`config.mk`:
```
export PLATFORM = sky130hd
export DESIGN_NAME = lfsr_encrypt_engine
export DESIGN_NICKNAME = d
export VERILOG_FILES = /design/src/rtl/lfsr_cipher_pkg.sv /design/src/rtl/lfsr7_step.sv /design/src/rtl/lfsr_encrypt_engine.sv
export SDC_FILE = /design/constraint.sdc
export NUM_CORES = 1
export LEC_CHECK = 0
export CAP_MARGIN = 40
export CORE_MARGIN = 1.5
export CORE_UTILIZATION = 53
export DETAILED_ROUTE_END_ITERATION = 8
export PLACE_DENSITY_LB_ADDON = 0.05
export SYNTH_ARGS = -nofsm -noshare
export SYNTH_HDL_FRONTEND = slang
export SYNTH_SLANG_ARGS = --single-unit
```
`constraint.sdc`:
```
create_clock -name Clk -period 4 [get_ports Clk]
set_clock_uncertainty 0.15 [all_clocks]
set_input_delay 0.6 -clock Clk [delete_from_list [all_inputs] [get_ports Clk]]
set_output_delay 0.6 -clock Clk [all_outputs]
set_load 0.02 [all_outputs]
```
`src/rtl/lfsr_cipher_pkg.sv`:
```
// Shared constants, tap table, FSM state type and byte helpers for the LFSR message cipher.
package lfsr_cipher_pkg;

    localparam int FRAME_LEN = 64;
    localparam int MAX_MSG   = 49;
    localparam int PRE_MIN   = 10;
    localparam int PRE_MAX   = 15;

    localparam logic [7:0] PAD_CHAR     = 8'h20;
    localparam logic [6:0] SEED_DEFAULT = 7'h01;

    localparam logic [6:0] TAPS [9] = '{7'h60, 7'h48, 7'h78, 7'h72, 7'h6A,
                                        7'h69, 7'h5C, 7'h7E, 7'h7B};

    typedef enum logic [2:0] {IDLE, PRE, BODY, POST, DONE} enc_state_t;

    // Bit 7 of the source character is dropped; bit 7 of the result is even parity of the cipher.
    function automatic logic [7:0] cipher_byte(input logic [7:0] pad, input logic [6:0] lfsr);
        logic [6:0] c;
        c = pad[6:0] ^ lfsr;
        return {^c, c};
    endfunction

    // The 4-bit field cannot exceed PRE_MAX, so only the lower bound needs clamping.
    function automatic logic [3:0] clamp_pre(input logic [3:0] v);
        return (v < 4'(PRE_MIN)) ? 4'(PRE_MIN) : v;
    endfunction

    function automatic logic [5:0] clamp_len(input logic [5:0] v);
        return (v > 6'(MAX_MSG)) ? 6'(MAX_MSG) : v;
    endfunction

endpackage

```
`src/rtl/lfsr7_step.sv`:
```
// One combinational step of the 7-bit Fibonacci LFSR; used by both encrypt and decrypt sides.
module lfsr7_step (
    input  logic [6:0] i_state,
    input  logic [6:0] i_taps,
    output logic [6:0] o_next
);

    assign o_next = {i_state[5:0], ^(i_state & i_taps)};

endmodule

```
`src/rtl/lfsr_encrypt_engine.sv`:
```
// LFSR frame encryptor: 64-byte frame of space pre-pad, plaintext body and space post-pad.
// Optional build macro ERR_INJECT_EN adds inj_mask, XORed into bytes 24..63 after parity.
module lfsr_encrypt_engine
    import lfsr_cipher_pkg::*;
(
    input  logic       Clk,
    input  logic       Reset,
    input  logic       start,
    input  logic [6:0] cfg_taps,
    input  logic [6:0] cfg_seed,
    input  logic [3:0] cfg_pre_len,
    input  logic [5:0] cfg_msg_len,
    input  logic [7:0] in_data,
    input  logic       in_valid,
    output logic       in_ready,
    output logic [7:0] out_data,
    output logic       out_valid,
    input  logic       out_ready,
    output logic       busy,
    output logic       done
`ifdef ERR_INJECT_EN
    ,
    input  logic [7:0] inj_mask
`endif
);

    enc_state_t r_state;
    enc_state_t w_state_nxt;
    logic [5:0] r_idx;
    logic [5:0] r_body_cnt;
    logic [6:0] r_lfsr;
    logic [6:0] r_taps;
    logic [3:0] r_pre;
    logic [5:0] r_len;
    logic [7:0] r_out_data;
    logic       r_out_valid;
    logic       r_done;

    logic       w_adv;
    logic       w_start;
    logic       w_in_fire;
    logic       w_load;
    logic [5:0] w_idx;
    logic [6:0] w_idx_nxt;
    logic [5:0] w_body_nxt;
    logic [6:0] w_cur_lfsr;
    logic [6:0] w_cur_taps;
    logic [6:0] w_lfsr_nxt;
    logic [7:0] w_pad;
    logic [7:0] w_byte;
    logic [7:0] w_out_byte;

    assign w_adv     = !r_out_valid || out_ready;
    assign w_start   = (r_state == IDLE) && start && !r_done;
    assign in_ready  = (r_state == BODY) && w_adv;
    assign w_in_fire = in_ready && in_valid;
    assign w_load    = w_start || w_in_fire ||
                       (w_adv && ((r_state == PRE) || (r_state == POST)));

    // Byte 0 is produced straight from the cfg inputs so out_valid rises the cycle after start.
    assign w_idx      = (r_state == IDLE) ? 6'd0 : r_idx;
    assign w_idx_nxt  = {1'b0, w_idx} + 7'd1;
    assign w_body_nxt = r_body_cnt + 6'd1;
    assign w_cur_lfsr = (r_state != IDLE) ? r_lfsr :
                        (cfg_seed == 7'd0) ? SEED_DEFAULT : cfg_seed;
    assign w_cur_taps = (r_state == IDLE) ? cfg_taps : r_taps;

    lfsr7_step u_step (
        .i_state (w_cur_lfsr),
        .i_taps  (w_cur_taps),
        .o_next  (w_lfsr_nxt)
    );

    assign w_pad  = (r_state == BODY) ? in_data : PAD_CHAR;
    assign w_byte = cipher_byte(w_pad, w_cur_lfsr);

`ifdef ERR_INJECT_EN
    assign w_out_byte = (w_idx >= 6'd24) ? (w_byte ^ inj_mask) : w_byte;
`else
    assign w_out_byte = w_byte;
`endif

    always_comb begin
        w_state_nxt = r_state;
        case (r_state)
            IDLE: if (w_start) w_state_nxt = PRE;
            PRE: begin
                if (w_adv && (w_idx_nxt == {3'd0, r_pre}))
                    w_state_nxt = (r_len == 6'd0) ? POST : BODY;
            end
            BODY: begin
                if (w_in_fire && (w_body_nxt == r_len))
                    w_state_nxt = (w_idx_nxt == 7'(FRAME_LEN)) ? DONE : POST;
            end
            POST: if (w_adv && (w_idx_nxt == 7'(FRAME_LEN))) w_state_nxt = DONE;
            DONE: if (r_out_valid && out_ready) w_state_nxt = IDLE;
            default: w_state_nxt = IDLE;
        endcase
    end

    always_ff @(posedge Clk or negedge Reset) begin
        if (!Reset) begin
            r_state     <= IDLE;
            r_idx       <= 6'd0;
            r_body_cnt  <= 6'd0;
            r_out_data  <= 8'd0;
            r_out_valid <= 1'b0;
            r_done      <= 1'b0;
        end else begin
            r_state <= w_state_nxt;
            r_done  <= (r_state == DONE) && r_out_valid && out_ready;
            if (w_load) begin
                r_out_data  <= w_out_byte;
                r_out_valid <= 1'b1;
                r_idx       <= w_idx_nxt[5:0];
            end else if (w_adv) begin
                r_out_valid <= 1'b0;
            end
            if (w_start)
                r_body_cnt <= 6'd0;
            else if (w_in_fire)
                r_body_cnt <= w_body_nxt;
        end
    end

    // Config and LFSR state are only consulted while busy, so they need no reset.
    always_ff @(posedge Clk) begin
        if (w_start) begin
            r_taps <= cfg_taps;
            r_pre  <= clamp_pre(cfg_pre_len);
            r_len  <= clamp_len(cfg_msg_len);
        end
        if (w_load)
            r_lfsr <= w_lfsr_nxt;
    end

    assign out_data  = r_out_data;
    assign out_valid = r_out_valid;
    assign busy      = (r_state != IDLE);
    assign done      = r_done;

endmodule

```
After elaboration in Yosys (flattened, before gate mapping)
Cells that the tools add are included.
{ "classes": {"add_sub_neg": 2, "n_reduce_logical": 26, "n_lt_le_gt_ge": 2, "bitwise_logic": 2, "n_eq_ne": 12, "n_mux": 17} }
{ "ops": {"columns": ["op", "n"], "rows": [
  ["$mux W7", 4],
  ["$mux W3", 6],
  ["$mux W6", 3],
  ["$pmux W3 S5", 1],
  ["$reduce_xor A7 Y1", 2],
  ["$logic_and A1 B1 Y1", 11],
  ["$add A6 B1 Y7 const B", 1],
  ["$and A7 B7 Y7", 1],
  ["$eq A7 B4 Y1", 1],
  ["$eq A7 B7 Y1 const B", 1],
  ["$logic_not A7 Y1", 1],
  ["$xor A7 B7 Y7", 1],
  ["$add A6 B1 Y6 const B", 1],
  ["$eq A3 B2 Y1 const B", 2],
  ["$eq A6 B6 Y1", 1],
  ["$gt A6 B6 Y1 const B", 1],
  ["$logic_not A6 Y1", 1],
  ["$ne A2 B1 Y1 const B", 3],
  ["$reduce_and A5 Y1", 1],
  ["$logic_or A1 B1 Y1", 4],
  ["$lt A4 B4 Y1 const B", 1],
  ["$ne A2 B2 Y1 const B", 2],
  ["$reduce_bool A2 Y1", 2],
  ["$eq A3 B1 Y1 const B", 1],
  ["other kinds (5)", 8]
]} }
{ "totals": {"regBits": 49, "in_bits": 37} }

Logic depth before layout (Yosys ltp)
Gate-level depths: netlist of run 1.
{ "logic_depth": {"depth_word": 7, "mapped_depth": 10, "ltp_nobuf": 8} }

Modules after synthesis
From an unflattened synthesis of run 1, not the netlist that was laid out.
{ "unflattened": {"cells_unflattened": 291, "hier_area_um2": 2825.2} }
{ "by_module_without_submodules": {"columns": ["mod", "instances", "seq_area_each_um2", "cells_per_inst", "area_each_um2"], "rows": [
  ["lfsr_encrypt_engine", 1, 1346.3, 274, 2691.3],
  ["lfsr7_step", 1, 0.0, 17, 133.9]
]} }

Least setup slack after synthesis of run 1
Ideal clock, no wire load.
{ "synth_path": {"path_kind": "register to register", "from": "register r_state[1]", "to": "register r_lfsr[0], enable pin", "t_arrival_ns": 2.485, "stages_incl_launch_ff": 9, "path_buffers": 2, "setup_slack_ns": 1.058, "path_cell_list": "dfrtp_1 -> buf_6 -> nor3_4 -> inv_4 -> nor2_1 -> nor2_1 -> o21a_1 -> inv_1 -> buf_4"} }
{ "synth_via": {"elab_chain_cells": 5} }
{ "synth_lines": {"columns": ["element", "line_no", "text"], "rows": [
  ["start, declared", "lfsr_encrypt_engine.sv:27", "enc_state_t r_state;"],
  ["start signal, assigned", "lfsr_encrypt_engine.sv:110", "r_state <= w_state_nxt;"],
  ["$logic_not A3 Y1", "lfsr_encrypt_engine.sv:54", "assign w_start = (r_state == IDLE) && start && !r_done;"],
  ["$logic_and A1 B1 Y1 (2 in series)", "lfsr_encrypt_engine.sv:54", null],
  ["named net w_start", "lfsr_encrypt_engine.sv:40", "logic w_start;"],
  ["$logic_or A1 B1 Y1 (2 in series)", "lfsr_encrypt_engine.sv:57", "assign w_load = w_start || w_in_fire ||"],
  ["named net w_load", "lfsr_encrypt_engine.sv:42", "logic w_load;"],
  ["end signal, assigned", "lfsr_encrypt_engine.sv:134", "r_lfsr <= w_lfsr_nxt;"],
  ["end, declared", "lfsr_encrypt_engine.sv:31", "logic [6:0] r_lfsr;"]
]} }
The timed path passes the listed nets, and every way through them passes these cells.
A chain may end at the register's enable or synchronous reset.

Worst setup path after layout of run 1
{ "layout_path": {"from": "register r_state[0]", "to": "output in_ready"} }
{ "layout_via": {"elab_chain_cells": 2} }
{ "layout_lines": {"columns": ["element", "line_no", "text"], "rows": [
  ["$eq A3 B2 Y1", "lfsr_encrypt_engine.sv:55", "assign in_ready = (r_state == BODY) && w_adv;"],
  ["$logic_and A1 B1 Y1", "lfsr_encrypt_engine.sv:55", null],
  ["end, declared", "lfsr_encrypt_engine.sv:15", "output logic in_ready,"]
]} }
No other way between the ends.

==> reports/metrics.yaml, run 1 <==
run_status:
  status: "finished, final reports clean"
cts:
  clk_pin_slew_ns: 0.09
  cts_tree: "yes"
  ctsRootBufferMaster: "clkbuf_8"
  cts_resized: 0
  cts_sinks: 49
  cts_setup_buffers: 0
  cts_made_buffers: 5
  holdBufCountCts: 0
  clk_path_buf_depth: 2
  clk-insertion-delay-late_ns: 0.30
  cts_max_level: 2
timing:
  tns_ns: 0
  period_share: 0.746
  fmax_ghz: 0.335
  hold_violations: 0
  slew_headroom: 0.632
  fin_crit_ns: 2.98
  slew_viol_final: 0
  setup_viol: 0
  tightest_slew_ns: 0.552
  grt_setup_unrepaired: "no"
drt:
  routed_via_density: 5.43
  drtPass1Iterations: 4
  vias: 2195
  wl_per_cell_um: 14.5
  ant_nets: 0
  drtIter0Drc: 184
  routed_wl_mm: 5.88
  remaining_drc_errors: 0
layout:
  area_growth_pct: 22.0
  utilization: 0.667
  final_common_cell: "nand2_1"
  fin_nets: 371
  fillers: 427
  diodes: 0
  final_cells: 404
  layout_common_cells: "nand2_1 (53), clkdlybuf4s50_1 (47), o21ai_0 (28)"
  layout-drive-gt1-share: 0.0539
placement:
  gp_congestion: 0.819
  dp.cells: 396
  hpwlAfterDp_mm: 4.29
  port_buffers: 47
yosys:
  synth_top_flop_cell: "dfrtp_1"
  synth_nets: 327
  synth_area_per_cell_um2: 9.59
  ys_types: 57
  syn_area_um2: 2770
  synth_seq_area_share: 0.486
  async_flop_share: 0.510
  ys_ff_latch: 49
  synth-edff-count: 24
  ys_warn_count: 0
  syn-instance-count: 289
job:
  cap_violations: 0
setup_path:
  critPathLaunchType: "register"
  slowest_stage: "clkdlybuf4s50_1"
  r2r-end: "r_idx[4]"
  critical_path_cell_count: 4
  critPathCapture: "in_ready"
  reg2regPathDepth: 10
  cp.required_ns: 3.25
  path_class: "reg2out"
  slowest_delay_ns: 0.62
  worstSetupStartpoint: "r_state[0]"
  reg2reg_slack_ns: 1.06
  end_kind: "output pin"
  cpLargestDelayFamily: "simple AND/OR/NAND/NOR gates"
  r2r_start: "r_state[1]"
  crit_buf_inv: 1
  crit_arrival_ns: 2.23
  crit_chain: "nor2_2 -> nand2_1 -> nor2_1 -> clkdlybuf4s50_1"
  cp_max_fo: 16
global_routing:
  antenna_found_initial: 0
  grt_use_total: 0.222
  globalRouteMet1Util: 0.318
  gr-usage-met3: 0.0397
  grt_overflow: 0
  grt.met2_usage: 0.341
  grt_pass1_vias: 2023
  busiest_layer: "met2"
  grt_max_degree: 29
  grt_pass1_wl_mm: 9.50
floorplanning:
  die_h_um: 75.3
  initial_utilization: 0.546
  die_w_um: 75.3
  rows: 26
  fp.dieArea_um2: 5670
  core_area_um2: 5070
  num_io_pins: 49
power_and_ir_drop:
  leakage_nw: 1.33
  ir_drop_v: 0.000318
  powerDensity_nw_per_um2: 681
min_path:
  min_path_type: "reg2reg"
power by group:
group          internal, mW  leakage (nW)  switching (mW)
clock network         0.124        0.0445           0.172
logic                 0.546         0.751           0.588
registers             0.709         0.535           0.164
sequential cells by signal, summed over array words and instances (netlist names):
register,cells
out_data,8
r_lfsr,7
r_taps,7
r_body_cnt,6
r_idx,6
r_len,6
r_pre,4
r_state,3
done,1
out_valid,1
worst min path at each step:
| stage | start | end | slack [ns] | cells after the start |
|---|---|---|---|---|
| after floorplan | Reset | done | 0.15 | 0 |
| after global placement | out_data[3] | out_data[3] | 0.30 | 2 |
| after detailed placement | out_data[1] | out_data[1] | 0.31 | 2 |
| after CTS | out_data[1] | out_data[1] | 0.33 | 2 |
| after global routing | out_data[1] | out_data[1] | 0.35 | 2 |
| final | out_data[1] | out_data[1] | 0.32 | 2 |
metal layers:
layer / share of wire / up-vias
met5: 0 / -
met3: 0.065 / 11
met4: 0.015 / 0
met1: 0.47 / 1004
li1: - / 1113
met2: 0.45 / 67
logic make-up (layout without fill, tap and decap cells):
group / count (synthesis) / count (layout) / synth area share
AOI/OAI and AO/OA: 65 / 65 / 0.142
DFF: 49 / 49 / 0.486
muxes: 1 / 1 / 0.00361
adders and majority gates: 1 / 1 / 0.00451
other: 1 / 1 / 0.00135
buffers and inverters: 19 / 64 / 0.0334
and+or+nand+nor: 124 / 124 / 0.228
xor gates and xnor gates: 29 / 29 / 0.102
worst register-to-register path: stages (launching register included):
cell	delay [ns]
dfrtp_1	0.70
nor3_4	0.11
inv_4	0.27
nor2_1	0.09
buf_4	0.22
nor2_1	0.43
o21a_1	0.21
inv_1	0.22
buf_4	0.26
nand4_1	0.08
o21ai_0	0.07
cells in the mapped netlist, types with 2 or more instances:
cell type  instances  area share
inv_1              3      0.0041
a21oi_1           14       0.025
nand4_1            2      0.0045
clkbuf_1           6      0.0081
nand4bb_1          2      0.0081
o21ai_0           28       0.051
o31ai_1            2      0.0054
nand2b_1           5       0.011
nor4_1             2      0.0045
buf_2              6       0.011
nor2_1            18       0.024
o21a_1             2      0.0054
o22ai_1            4      0.0090
xor2_1            10       0.032
and3_1             6       0.014
nand4b_1           3      0.0095
edfxtp_1          24        0.26
nor3_1             3      0.0054
nor4bb_1           2      0.0072
xnor2_1           17       0.054
nand3_1           13       0.023
dfrtp_1           25        0.23
nand2_1           53       0.072
a31oi_1            2      0.0045
and2_1             5       0.011
cell type report:
type	count	area (µm²)	share of cell area
flip-flops and latches	49	1350	0.398
clock buffers	5	68.8	0.0203
repair buffers	52	508	0.150
multi-input cells	221	1330	0.394
well taps	70	87.6	0.0259
inverters	4	17.5	0.00518
clock inverters	3	21.3	0.00629
stage by stage:
step	worst slack [ns]	hold slack, ns	total power [mW]	cell area (µm²)
final	1.02	0.325	2.30	3380
after global routing	0.780	0.350	2.46	3380
after CTS	1.03	0.329	2.31	3380
after detailed placement	0.819	0.308	2.01	3290
after global placement	0.847	0.301	1.99	3290
after floorplan	1.06	0.154	1.71	2770
Note: power is estimated with default switching activity, not from simulation.
==> inputs of run 2 (changes only) <==
--- a/config.mk
+++ b/config.mk
@@ -7,7 +7,7 @@
 export LEC_CHECK = 0
 export CAP_MARGIN = 40
 export CORE_MARGIN = 1.5
-export CORE_UTILIZATION = 53
+export CORE_UTILIZATION = 48
 export DETAILED_ROUTE_END_ITERATION = 8
 export PLACE_DENSITY_LB_ADDON = 0.05
 export SYNTH_ARGS = -nofsm -noshare
==> constraint.sdc (replaced) <==
create_clock -name Clk -period 2.6 [get_ports Clk]
set_clock_uncertainty 0.15 [all_clocks]
set_input_delay 0.39 -clock Clk [delete_from_list [all_inputs] [get_ports Clk]]
set_output_delay 0.39 -clock Clk [all_outputs]
set_load 0.02 [all_outputs]
==> run 2 against run 1 <==
- worst setup slack got worse by 0.88 ns
- core utilization fell by 2.8 points
- first-iteration DRC count fell by 8.2%
- largest cell class unchanged
- largest power group unchanged
==> reports/metrics.yaml, run 2 (synthesized netlist as in run 1, its figures left out) <==
run_status:
  status: "finished, final reports clean"
drt:
  drtIter0Drc: 169  # -8.2%
  remaining_drc_errors: 0  # unchanged
  routed_via_density: 5.27  # -3.0%
  vias: 2230  # +1.6%
  wl_per_cell_um: 13.8  # -5.0%
  ant_nets: 0  # unchanged
  drtPass1Iterations: 4  # unchanged
  routed_wl_mm: 5.85  # -0.53%
global_routing:
  grt_overflow: 0  # unchanged
  grt_use_total: 0.208  # -0.0135
  grt_pass1_wl_mm: 9.96  # +4.8%
  grt_max_degree: 26  # -10%
  antenna_found_initial: 0  # unchanged
  grt_pass1_vias: 2098  # +3.7%
setup_path:
  cp.required_ns: 2.64  # -0.61 ns
  critPathLaunchType: "register"
  slowest_delay_ns: 0.47  # -0.15 ns
  r2r_start: "r_idx[1]"
  end_kind: "register"
  reg2regPathDepth: 7  # -3
  crit_chain: "and3_1 -> and3_4 -> and3_1 -> or3_1 -> nor4_1 -> a311o_1 -> nand2_1"
  r2r-end: "r_state[0]"
  path_class: "reg2reg"
  reg2reg_slack_ns: 0.14  # -0.92 ns
  crit_arrival_ns: 2.50  # +0.27 ns
  crit_top_cell: "and3_1"
  slowest_stage: "dfrtp_1"
  cp_max_fo: 8  # -8
floorplanning:
  num_io_pins: 49  # unchanged
  core_area_um2: 5540  # +9.2%
  fp.dieArea_um2: 6240  # +10%
  die_h_um: 79  # +4.9%
  rows: 27  # +3.8%
  initial_utilization: 0.500  # -0.0459
  die_w_um: 79  # +4.9%
layout:
  utilization: 0.639  # -0.0278
  layout_common_cells: "nand2_1 (53), clkdlybuf4s50_1 (47), o21ai_0 (28)"
  diodes: 0  # unchanged
  final_common_cell: "nand2_1"
  largest_register_ffs: 8  # unchanged
  fin_nets: 388  # +4.6%
  layout-drive-gt1-share: 0.103  # +0.0487
  area_growth_pct: 27.7
  final_cells: 423  # +4.7%
cts:
  cts_setup_buffers: 0  # unchanged
  cts_resized: 0  # unchanged
  clk_pin_slew_ns: 0.09  # about the same
  cts_made_buffers: 5  # unchanged
  cts_max_level: 2  # unchanged
  holdBufCountCts: 0  # unchanged
  cts_tree: "yes"
  clk_path_buf_depth: 2  # unchanged
  ctsRootBufferMaster: "clkbuf_8"
  cts_sinks: 49  # unchanged
  clk-insertion-delay-late_ns: 0.30  # about the same
placement:
  hpwlAfterDp_mm: 4.46  # +3.8%
  gp_congestion: 0.841  # +2.7%
  port_buffers: 47  # unchanged
  dp.cells: 415  # +4.8%
timing:
  hold_violations: 0  # unchanged
  fmax_ghz: 0.406
  tightest_slew_ns: 0.538  # -0.0140 ns
  fin_crit_ns: 2.46
  slew_headroom: 0.638  # +0.00605
  slew_viol_final: 0  # unchanged
  period_share: 0.948
  setup_viol: 0  # unchanged
  grt_setup_unrepaired: "no"
power_and_ir_drop:
  ir_drop_v: 0.000596  # +88%
  powerDensity_nw_per_um2: 1060  # +56%
  total_power_mw: 3.76  # +63%
  leakage_nw: 1.42  # +6.8%
min_path:
  min_path_type: "in2async"
job:
  cap_violations: 0  # unchanged
## run 2: cell count changes in the layout (fill, tap and decap cells not counted)
cell,before,now
nor2_4,0,1
clkinvlp_4,1,0
nor2_1,18,17
dfrtp_2,0,1
inv_6,1,0
buf_4,5,22
bufinv_16,0,1
clkbuf_1,0,1
dfrtp_1,25,24
## run 2: where the power goes
part	switching (mW)	internal, mW
sequential	0.210	1.09
combinational	0.967	0.955
clock	0.247	0.286
total	1.42	2.33
## run 2: cell type report
class	count	area, µm²
repair buffers	69	636
inverters	4	17.5
flip-flops and latches	49	1350
well taps	72	90.1
clock inverters	2	35.0
clock buffers	6	72.6
fillers	506	2000
multi-input cells	221	1340
## run 2: stage by stage
step	cell area (µm²)	setup slack, ns	hold slack, ns	setup TNS (ns)
after global placement	3430	-0.00516	0.300	-0.00516
after CTS	3540	0.0851	0.307	0
after detailed placement	3430	-0.0657	0.306	-0.0657
final	3540	0.136	0.300	0
after global routing	3540	0.00242	0.343	0
after floorplan	2780	0.241	-0.0556	0
## run 2: worst max-delay path: cells and delay by family, from the launching register on
family | cells | cell delay, ns
compound gates | 1 | 0.19
flops | 1 | 0.47
simple gates | 6 | 1.56
## run 2: worst max path at each step
stage               start     endpoint  slack [ns]
2_1_floorplan  r_state[1]    r_lfsr[0]        0.24
3_3_place_gp   in_data[2]  out_data[7]      -0.005
3_5_place_dp   in_data[2]  out_data[7]       -0.07
4_1_cts        r_state[2]     in_ready        0.09
5_1_grt          r_idx[1]   r_state[0]       0.002
6_report         r_idx[1]   r_state[0]        0.14
## run 2: layer usage
metal / vias to the layer above / wire, µm / track usage
met5: - / 0 / 0
met4: 0 / 76 / 0.0702
met3: 6 / 247 / 0.0379
li1: 1154 / - / -
met2: 60 / 2590 / 0.306
met1: 1010 / 2940 / 0.310
